**src/rtl/config_manager_uc_pkg.sv**
```systemverilog
// Shared definitions for the configuration control unit: header mark,
// FSM state encodings and limit-register index constants.
package config_manager_uc_pkg;

  localparam logic [7:0] HDR_MARK_DEF = 8'hA5;

  localparam logic [2:0] IDX_TEMP1 = 3'd0;
  localparam logic [2:0] IDX_TEMP2 = 3'd1;
  localparam logic [2:0] IDX_TEMP3 = 3'd2;
  localparam logic [2:0] IDX_TEMP4 = 3'd3;
  localparam logic [2:0] IDX_TEMP5 = 3'd4;
  localparam logic [2:0] IDX_TEMP6 = 3'd5;
  localparam logic [2:0] IDX_TEMP7 = 3'd6;
  localparam logic [2:0] IDX_UMID  = 3'd7;

  typedef enum logic [3:0] {
    OCIOSO      = 4'd0,
    ESPERA_CAB  = 4'd1,
    DECODIFICA  = 4'd2,
    ESPERA_DADO = 4'd3,
    CARREGA     = 4'd4,
    CONFIRMA    = 4'd5,
    ERRO        = 4'd6
  } estado_t;

  function automatic logic [7:0] idx_onehot(input logic [2:0] idx);
    return 8'b0000_0001 << idx;
  endfunction

endpackage

```
**src/rtl/config_manager_uc_contador_m.sv**
```systemverilog
// Modulo-M up counter with synchronous clear (zera), enable (conta) and
// terminal-count flag (fim); used as the header-to-data timeout timer.
module contador_m #(
  parameter int unsigned M = 50_000_000
) (
  input  logic clock,
  input  logic zera,
  input  logic conta,
  output logic fim
);

  localparam int unsigned W = (M > 1) ? $clog2(M) : 1;
  localparam logic [W-1:0] LAST = W'(M - 1);

  logic [W-1:0] cnt_q, cnt_d;

  always_comb begin
    cnt_d = cnt_q;
    if (zera) begin
      cnt_d = '0;
    end else if (conta) begin
      cnt_d = (cnt_q == LAST) ? '0 : cnt_q + 1'b1;
    end
  end

  always_ff @(posedge clock) begin
    cnt_q <= cnt_d;
  end

  assign fim = (cnt_q == LAST);

endmodule

```
**src/rtl/config_manager_uc.sv**
```systemverilog
// Control unit for the configuration datapath: receives header/data word
// pairs, strobes the selected limit register and tracks configured limits.
module config_manager_uc
  import config_manager_uc_pkg::*;
#(
  parameter int unsigned TIMEOUT_CYCLES = 50_000_000,
  parameter logic [7:0]  HDR_MARK       = HDR_MARK_DEF
) (
  input  logic        clock,
  input  logic        reset,
  input  logic        enable_config,
  input  logic        fim_recepcao_config,
  input  logic        parity_config_ok,
  input  logic [15:0] data_config,
  output logic        load_temp1,
  output logic        load_temp2,
  output logic        load_temp3,
  output logic        load_temp4,
  output logic        load_temp5,
  output logic        load_temp6,
  output logic        load_temp7,
  output logic        load_lim_um,
  output logic        config_ok,
  output logic        config_erro,
  output logic [7:0]  configurado,
  output logic        todos_configurados,
  output logic [3:0]  db_estado
);

  estado_t     state_q, state_d;
  logic [15:0] hdr_q, hdr_d;
  logic [7:0]  cfg_q, cfg_d;
  logic [7:0]  load_q, load_d;
  logic        ok_q, ok_d;
  logic        err_q, err_d;
  logic        tmr_fim;

  contador_m #(.M(TIMEOUT_CYCLES)) u_timer (
    .clock (clock),
    .zera  (reset || (state_q == DECODIFICA)),
    .conta (state_q == ESPERA_DADO),
    .fim   (tmr_fim)
  );

  always_comb begin
    state_d = state_q;
    hdr_d   = hdr_q;
    cfg_d   = cfg_q;

    // The strobe fires for the whole CARREGA cycle, so the bit is recorded
    // even if enable_config drops in that same cycle.
    if (state_q == CARREGA) begin
      cfg_d = cfg_q | idx_onehot(hdr_q[2:0]);
    end

    if (!enable_config && (state_q != OCIOSO)) begin
      state_d = OCIOSO;
    end else begin
      unique case (state_q)
        OCIOSO:      if (enable_config) state_d = ESPERA_CAB;
        ESPERA_CAB: begin
          if (fim_recepcao_config) begin
            if (!parity_config_ok) begin
              state_d = ERRO;
            end else begin
              hdr_d   = data_config;
              state_d = DECODIFICA;
            end
          end
        end
        DECODIFICA: begin
          if ((hdr_q[15:8] == HDR_MARK) && (hdr_q[7:3] == 5'd0)) state_d = ESPERA_DADO;
          else state_d = ERRO;
        end
        ESPERA_DADO: begin
          if (fim_recepcao_config) state_d = parity_config_ok ? CARREGA : ERRO;
          else if (tmr_fim)        state_d = ERRO;
        end
        CARREGA:  state_d = CONFIRMA;
        CONFIRMA: state_d = ESPERA_CAB;
        ERRO:     state_d = ESPERA_CAB;
        default:  state_d = OCIOSO;
      endcase
    end

    // Outputs are registered from the next state so they line up with state_q.
    load_d = (state_d == CARREGA) ? idx_onehot(hdr_d[2:0]) : '0;
    ok_d   = (state_d == CONFIRMA);
    err_d  = (state_d == ERRO);
  end

  always_ff @(posedge clock) begin
    if (reset) begin
      state_q <= OCIOSO;
      load_q  <= '0;
      ok_q    <= 1'b0;
      err_q   <= 1'b0;
    end else begin
      state_q <= state_d;
      load_q  <= load_d;
      ok_q    <= ok_d;
      err_q   <= err_d;
    end
  end

  always_ff @(posedge clock) begin
    if (reset) begin
      hdr_q <= '0;
      cfg_q <= '0;
    end else begin
      hdr_q <= hdr_d;
      cfg_q <= cfg_d;
    end
  end

  assign load_temp1         = load_q[IDX_TEMP1];
  assign load_temp2         = load_q[IDX_TEMP2];
  assign load_temp3         = load_q[IDX_TEMP3];
  assign load_temp4         = load_q[IDX_TEMP4];
  assign load_temp5         = load_q[IDX_TEMP5];
  assign load_temp6         = load_q[IDX_TEMP6];
  assign load_temp7         = load_q[IDX_TEMP7];
  assign load_lim_um        = load_q[IDX_UMID];
  assign config_ok          = ok_q;
  assign config_erro        = err_q;
  assign configurado        = cfg_q;
  assign todos_configurados = &cfg_q;
  assign db_estado          = state_q;

endmodule

```
**config.mk**
```make
export PLATFORM = sky130hd
export DESIGN_NAME = config_manager_uc
export DESIGN_NICKNAME = d
export VERILOG_FILES = /design/src/rtl/config_manager_uc_pkg.sv /design/src/rtl/config_manager_uc_contador_m.sv /design/src/rtl/config_manager_uc.sv
export SDC_FILE = /design/constraint.sdc
export NUM_CORES = 1
export LEC_CHECK = 0
export CORE_UTILIZATION = 55
export CTS_CLUSTER_DIAMETER = 30
export CTS_CLUSTER_SIZE = 24
export DETAILED_ROUTE_END_ITERATION = 10
export PLACE_DENSITY = 0.82
export RECOVER_POWER = 50
export REMOVE_ABC_BUFFERS = 1
export SYNTH_ARGS = -nofsm -noshare
export SYNTH_HDL_FRONTEND = slang
export SYNTH_SLANG_ARGS = --single-unit
```
**constraint.sdc**
```tcl
create_clock -name clock -period 4.56 [get_ports clock]
set_input_delay 1.14 -clock clock [delete_from_list [all_inputs] [get_ports clock]]
set_output_delay 1.14 -clock clock [all_outputs]
set_load 0.02 [all_outputs]
```
# Yosys cells after proc, flatten, opt, wreduce, memory -nomap -nowiden
# Index checks and enable logic that the tools add are counted.
# totals
wordCells,50
regBits,64
in_bits,21
output_inout_bits,23
# op_classes
shifts,2
bitwise_logic,3
n_mux,14
reduce_logical,11
n_addsub,1
n_eq_ne,11
# op_table
cell,n
"adder 26 x 1 -> 26 bit, second input constant",1
"== test 26 bit, second input constant",1
two-way mux 26 bit,1
"== test 4 x 3 -> 1 bit, second input constant",6
one-hot mux 4 bit (6 select lines),1
two-way mux 4 bit,5
two-way mux 3 bit,6
"<< shifter 1 x 3 -> 8 bit, first input constant",2
"== test 4 x 2 -> 1 bit, second input constant",2
"== test 8 bit, second input constant",1
bitwise OR 8 bit,1
AND reduction 8 bit,1
logical NOT 5 bit,1
"== test 4 x 1 -> 1 bit, second input constant",1
logical NOT 4 bit,1
AND reduction 4 bit,1
nonzero test 4 bit,1
OR reduction 2 bit,2
logical AND 1 bit,2
two-way mux 2 bit,1
NOT 1 bit,2
logical NOT 1 bit,1
logical OR 1 bit,1

# Logic depth before layout (Yosys ltp)
# logic_depth
depth_word,8
mapped_depth,8
depth_no_buf,6

# Cells and area by module
# Synthesis repeated with hierarchy kept, for this count alone.
# unflattened
cells_unflattened,346
area_unflattened_um2,2972.9
# modules_own_cells
mod,instances,cells_each,area_per_inst_um2,seq_area_each_um2
config_manager_uc,1,182,1565.3,760.7
contador_m,1,164,1407.6,520.5

# Least setup slack after synthesis
# OpenSTA, ideal clock, no wires.
# synth_timing
path_kind,input to register
startpoint,input port fim_recepcao_config
endpoint,register load_q[4]
arrival_ps,2353
setup_ps,78
path_stages,6
path_slack_ps,2130
required_ps,4482
n_path_buf,1
cell_sequence,and2_1 and4_1 buf_4 mux2i_1 a2111o_1 nor3_1
# synth_via
elab_chain_len,6
word_cells_on_any_way,11
classes_between,eq/ne (1); shift (1); mux (7); bitwise (1); reduce/logical (1)
# synth_rtl
item,line,source
"start, declared",config_manager_uc.sv:12,"input logic fim_recepcao_config,"
two-way mux 4 bit (on tied branches),"config_manager_uc.sv:76, config_manager_uc.sv:62",
one-hot mux 4 bit (6 select lines),config_manager_uc.sv:59,unique case (state_q)
two-way mux 4 bit,config_manager_uc.sv:56,if (!enable_config && (state_q != OCIOSO)) begin
== test 4 x 3 -> 1 bit,config_manager_uc.sv:87,load_d = (state_d == CARREGA) ? idx_onehot(hdr_d[2:0]) : '0;
NOT 1 bit (no line),-,
OR reduction 2 bit (no line),-,
"end signal, assigned",config_manager_uc.sv:100,load_q <= load_d;
"end, declared",config_manager_uc.sv:33,"logic [7:0] load_q, load_d;"
# Several ways; a longest one is shown, not always the timed one.
# A chain may end at the register's enable or synchronous reset.

# Worst setup path in the final report
# Ends and elaborated chain as after synthesis.

==> key figures <==
Clocking
  – Post_cts resized: 0
  – CTS tree: done
  – Clk root buf: clkbuf_8
  – # clock sinks: 64
  – Max Root-Sink Buffers: 2
  – CTS Buf Count: 9
  – CTS Hold Bufs: 0
  – Post-CTS Setup Repair Bufs: 0
  – Clock-pin transition on the worst setup and hold timing paths: 0.07 ns
  – Clock Latency Late Sink: 0.35 ns
  – H-tree Lvls: 3

Yosys
  – Proportion of synthesized area in mux cells: 0.3625%
  – Post-synthesis xor/xnor area fraction: 7.295%
  – Post-Synth Adder-Cell Area: 0.4531%
  – Main synth FF type: dfxtp_1
  – FF+latch count, synth: 64
  – EDFF count, synth: 0
  – Main combinational cell family by area after synthesis: simple AND/OR/NAND/NOR gates
  – Simple-gate share of the synthesized area: 32.08%
  – Top post-synthesis cells by area: dfxtp_1 46%, nor2_1 6.0%, nand2_1 5.7%
  – Async SR Flop Fraction: 0%
  – Synth area leader: dfxtp_1
  – Post-synthesis compound-gate area fraction: 9.742%
  – Netlist cell types: 44
  – Share of Yosys cell area claimed by the top area cell type: 46.40%
  – Cell Area, Synth: 2761 µm²
  – Synth warn: 0
  – Sequential-to-total area share from yosys stat: 46.40%
  – Post-synthesis cell count: 332
  – Syn avg cell area: 8.317 µm²

Floorplanning
  – Initial cell density of the core: 57.70%
  – Site Rows: 25
  – DIE WIDTH: 72.86 µm
  – IO Pins: 44
  – Full die area: 5308 µm²
  – Die height: 72.86 µm
  – Core Area: 4786 µm²

Job
  – Max_cap viols: 0

Drt
  – Wirelength per Cell: 14.25 µm
  – Post-DR vias/cell: 5.633
  – Residual DRC count: 0
  – Initial DRC count: 176
  – Antenna Nets Post-Route: 0
  – DR pass1 iterations: 7
  – Via count: 2501
  – Total Wirelength: 6328 µm

Timing
  – F_max: 0.3088 GHz
  – RSZ-0062 raised after global routing: false
  – Skew final: 0.005950 ns
  – Tcrit/Tclk final: 71.01%
  – Fin crit period: 3.238 ns
  – Relative slew slack: 53.30%
  – Worst-margin pin slew: 0.7004 ns
  – Hold Vio Cnt, Final: 0
  – Fin Setup TNS: 0 ns
  – Final Setup Violations: 0
  – Final worst slack: 1.322 ns
  – Final Max Tran Viols: 0

Finish
  – Fin util: 71.90%
  – Most frequent cells in the layout: 64 x dfxtp_1, 44 x nor2_1, 42 x nand2_1
  – Layout area overhead: 24.60%
  – Commonest non-fill, non-tap cell in the layout: dfxtp_1
  – Share of cells above drive strength 1: 5.570%
  – Layout Nets: 394
  – Antenna fix cells: 0
  – Fillers: 405

Pwr
  – Worst vdd ir: 0.1939 mV
  – Pwr Density: 332.3 nW/µm²
  – Leak: 1.223 nW

Global route
  – GRT overflow: 0
  – Initial antenna violation count: 0
  – Largest net degree at the start of global routing: 22
  – Number of global-route vias before repair: 2312
  – Total GRT Usage: 25.89%
  – First-pass GRT wire length: 10430 µm

Setup path
  – Worst-path maximum fanout: 18
  – Critical path's top delay family: simple AND/OR/NAND/NOR gates
  – WP buf/inv: 1
  – Critical Path RT: 4.83 ns
  – Slowest CP cell: and4_1
  – CP cell instances: dlygate4sd3_1, and2_0, and4_1, mux2i_1, a2111o_1, nor3_1
  – WS Path Type: in -> reg
  – CP Launch Type: primary input
  – CP Capture Type: register
  – Critical Path Max Stage Delay: 0.62 ns
  – Critical Path AT: 3.51 ns

Placement
  – Detailed placer's ending HPWL: 4259 µm
  – Gpl congestion: 0.8513
  – IO Port Bufs: 43
  – Place WS: 1.111 ns

Min path
  – Worst Hold Class: reg -> reg

Status
  – Status: finished, final reports clean
registers in the layout, indices dropped and copies added, names as in the netlist:
| signal | flops |
|---|---|
| config_erro | 1 |
| config_ok | 1 |
| configurado | 8 |
| db_estado | 4 |
| hdr_q | 16 |
| load_q | 8 |
| u_timer.cnt_q | 26 |
final cells by class:
class,count,area (µm²),share of cell area (%)
clock buffers,11,141.4,4.109
flip-flops and latches,64,1281,37.24
inverters,4,15.01,0.4364
well taps,67,83.83,2.436
multi-input cells,246,1383,40.18
repair buffers,47,456.7,13.27
clock inverters,5,80.08,2.327
tightest hold or removal path: stages, from the launching register on:
cell and delay, ns:
dfxtp_1 0.31, nand2_1 0.05, a21oi_1 0.05
layer usage:
| metal | part of all wire [%] | track usage [%] |
|---|---|---|
| met3 | 5.9 | 4.696 |
| met1 | 43 | 31.30 |
| met2 | 49 | 43.09 |
| met5 | 0 | 0 |
| met4 | 2.0 | 15.25 |
stage by stage:
stage / total power, W / hold slack, ns / cells / instance area, µm²
final: 0.001143 / 0.4552 / 444 / 3441
after global placement: 0.0006142 / 0.4394 / 428 / 3223
after global routing: 0.001177 / 0.4798 / 444 / 3441
after floorplan: 0.0005855 / 0.4252 / 314 / 2679
after detailed placement: 0.0006145 / 0.4491 / 428 / 3223
after CTS: 0.001149 / 0.4582 / 444 / 3445
logic make-up (layout without fill, tap and decap cells):
kind of cell | count (synthesis) | in the layout
AND/OR/NAND/NOR | 174 | 174
flip-flops | 64 | 64
AO/OA/AOI/OAI | 46 | 46
XOR/XNOR | 23 | 23
buffers and inverters | 22 | 67
adder cells (fa/ha/maj) | 1 | 1
other | 1 | 1
multiplexers | 1 | 1
Yosys cell counts, types with 2 or more instances:
cell and n:
o21ai_0 7, buf_4 2, and2_1 2, dfxtp_1 64, inv_1 4, a31oi_1 2
and4_1 4, nor4bb_1 2, o21bai_1 2, nor3_1 14, nor3b_1 3, nor4_1 5
nor2_1 44, o211a_1 2, nand4_1 13, nand2b_1 3, a21oi_1 26, nand2_1 42
and3_1 10, buf_1 2, clkbuf_1 8, or3_1 4, nor4b_1 4, xnor2_1 9
nand4bb_1 2, nand3_1 13, xor2_1 14, nor2b_1 4, buf_2 6
path summary, 6_finish.rpt:
check | startpoint | to | slack, ns | cells after the start
worst min-delay path | hdr_q[13] | hdr_q[13] | 0.46 | 2
worst max-delay path | fim_recepcao_config | load_q[4] | 1.32 | 6
worst min register to register | hdr_q[13] | hdr_q[13] | 0.46 | 2
worst max register to register | db_estado[0] | load_q[4] | 2.15 | 5
where the power goes:
part	internal (W)	leakage, nW	switching (W)	total (W)
Clock	0.000322	0.106	0.000220	0.000542
Sequential	0.000560	0.516	0.00000226	0.000562
Combinational	0.0000209	0.602	0.0000186	0.0000395
No activity file was read; power rests on OpenSTA's default activity.
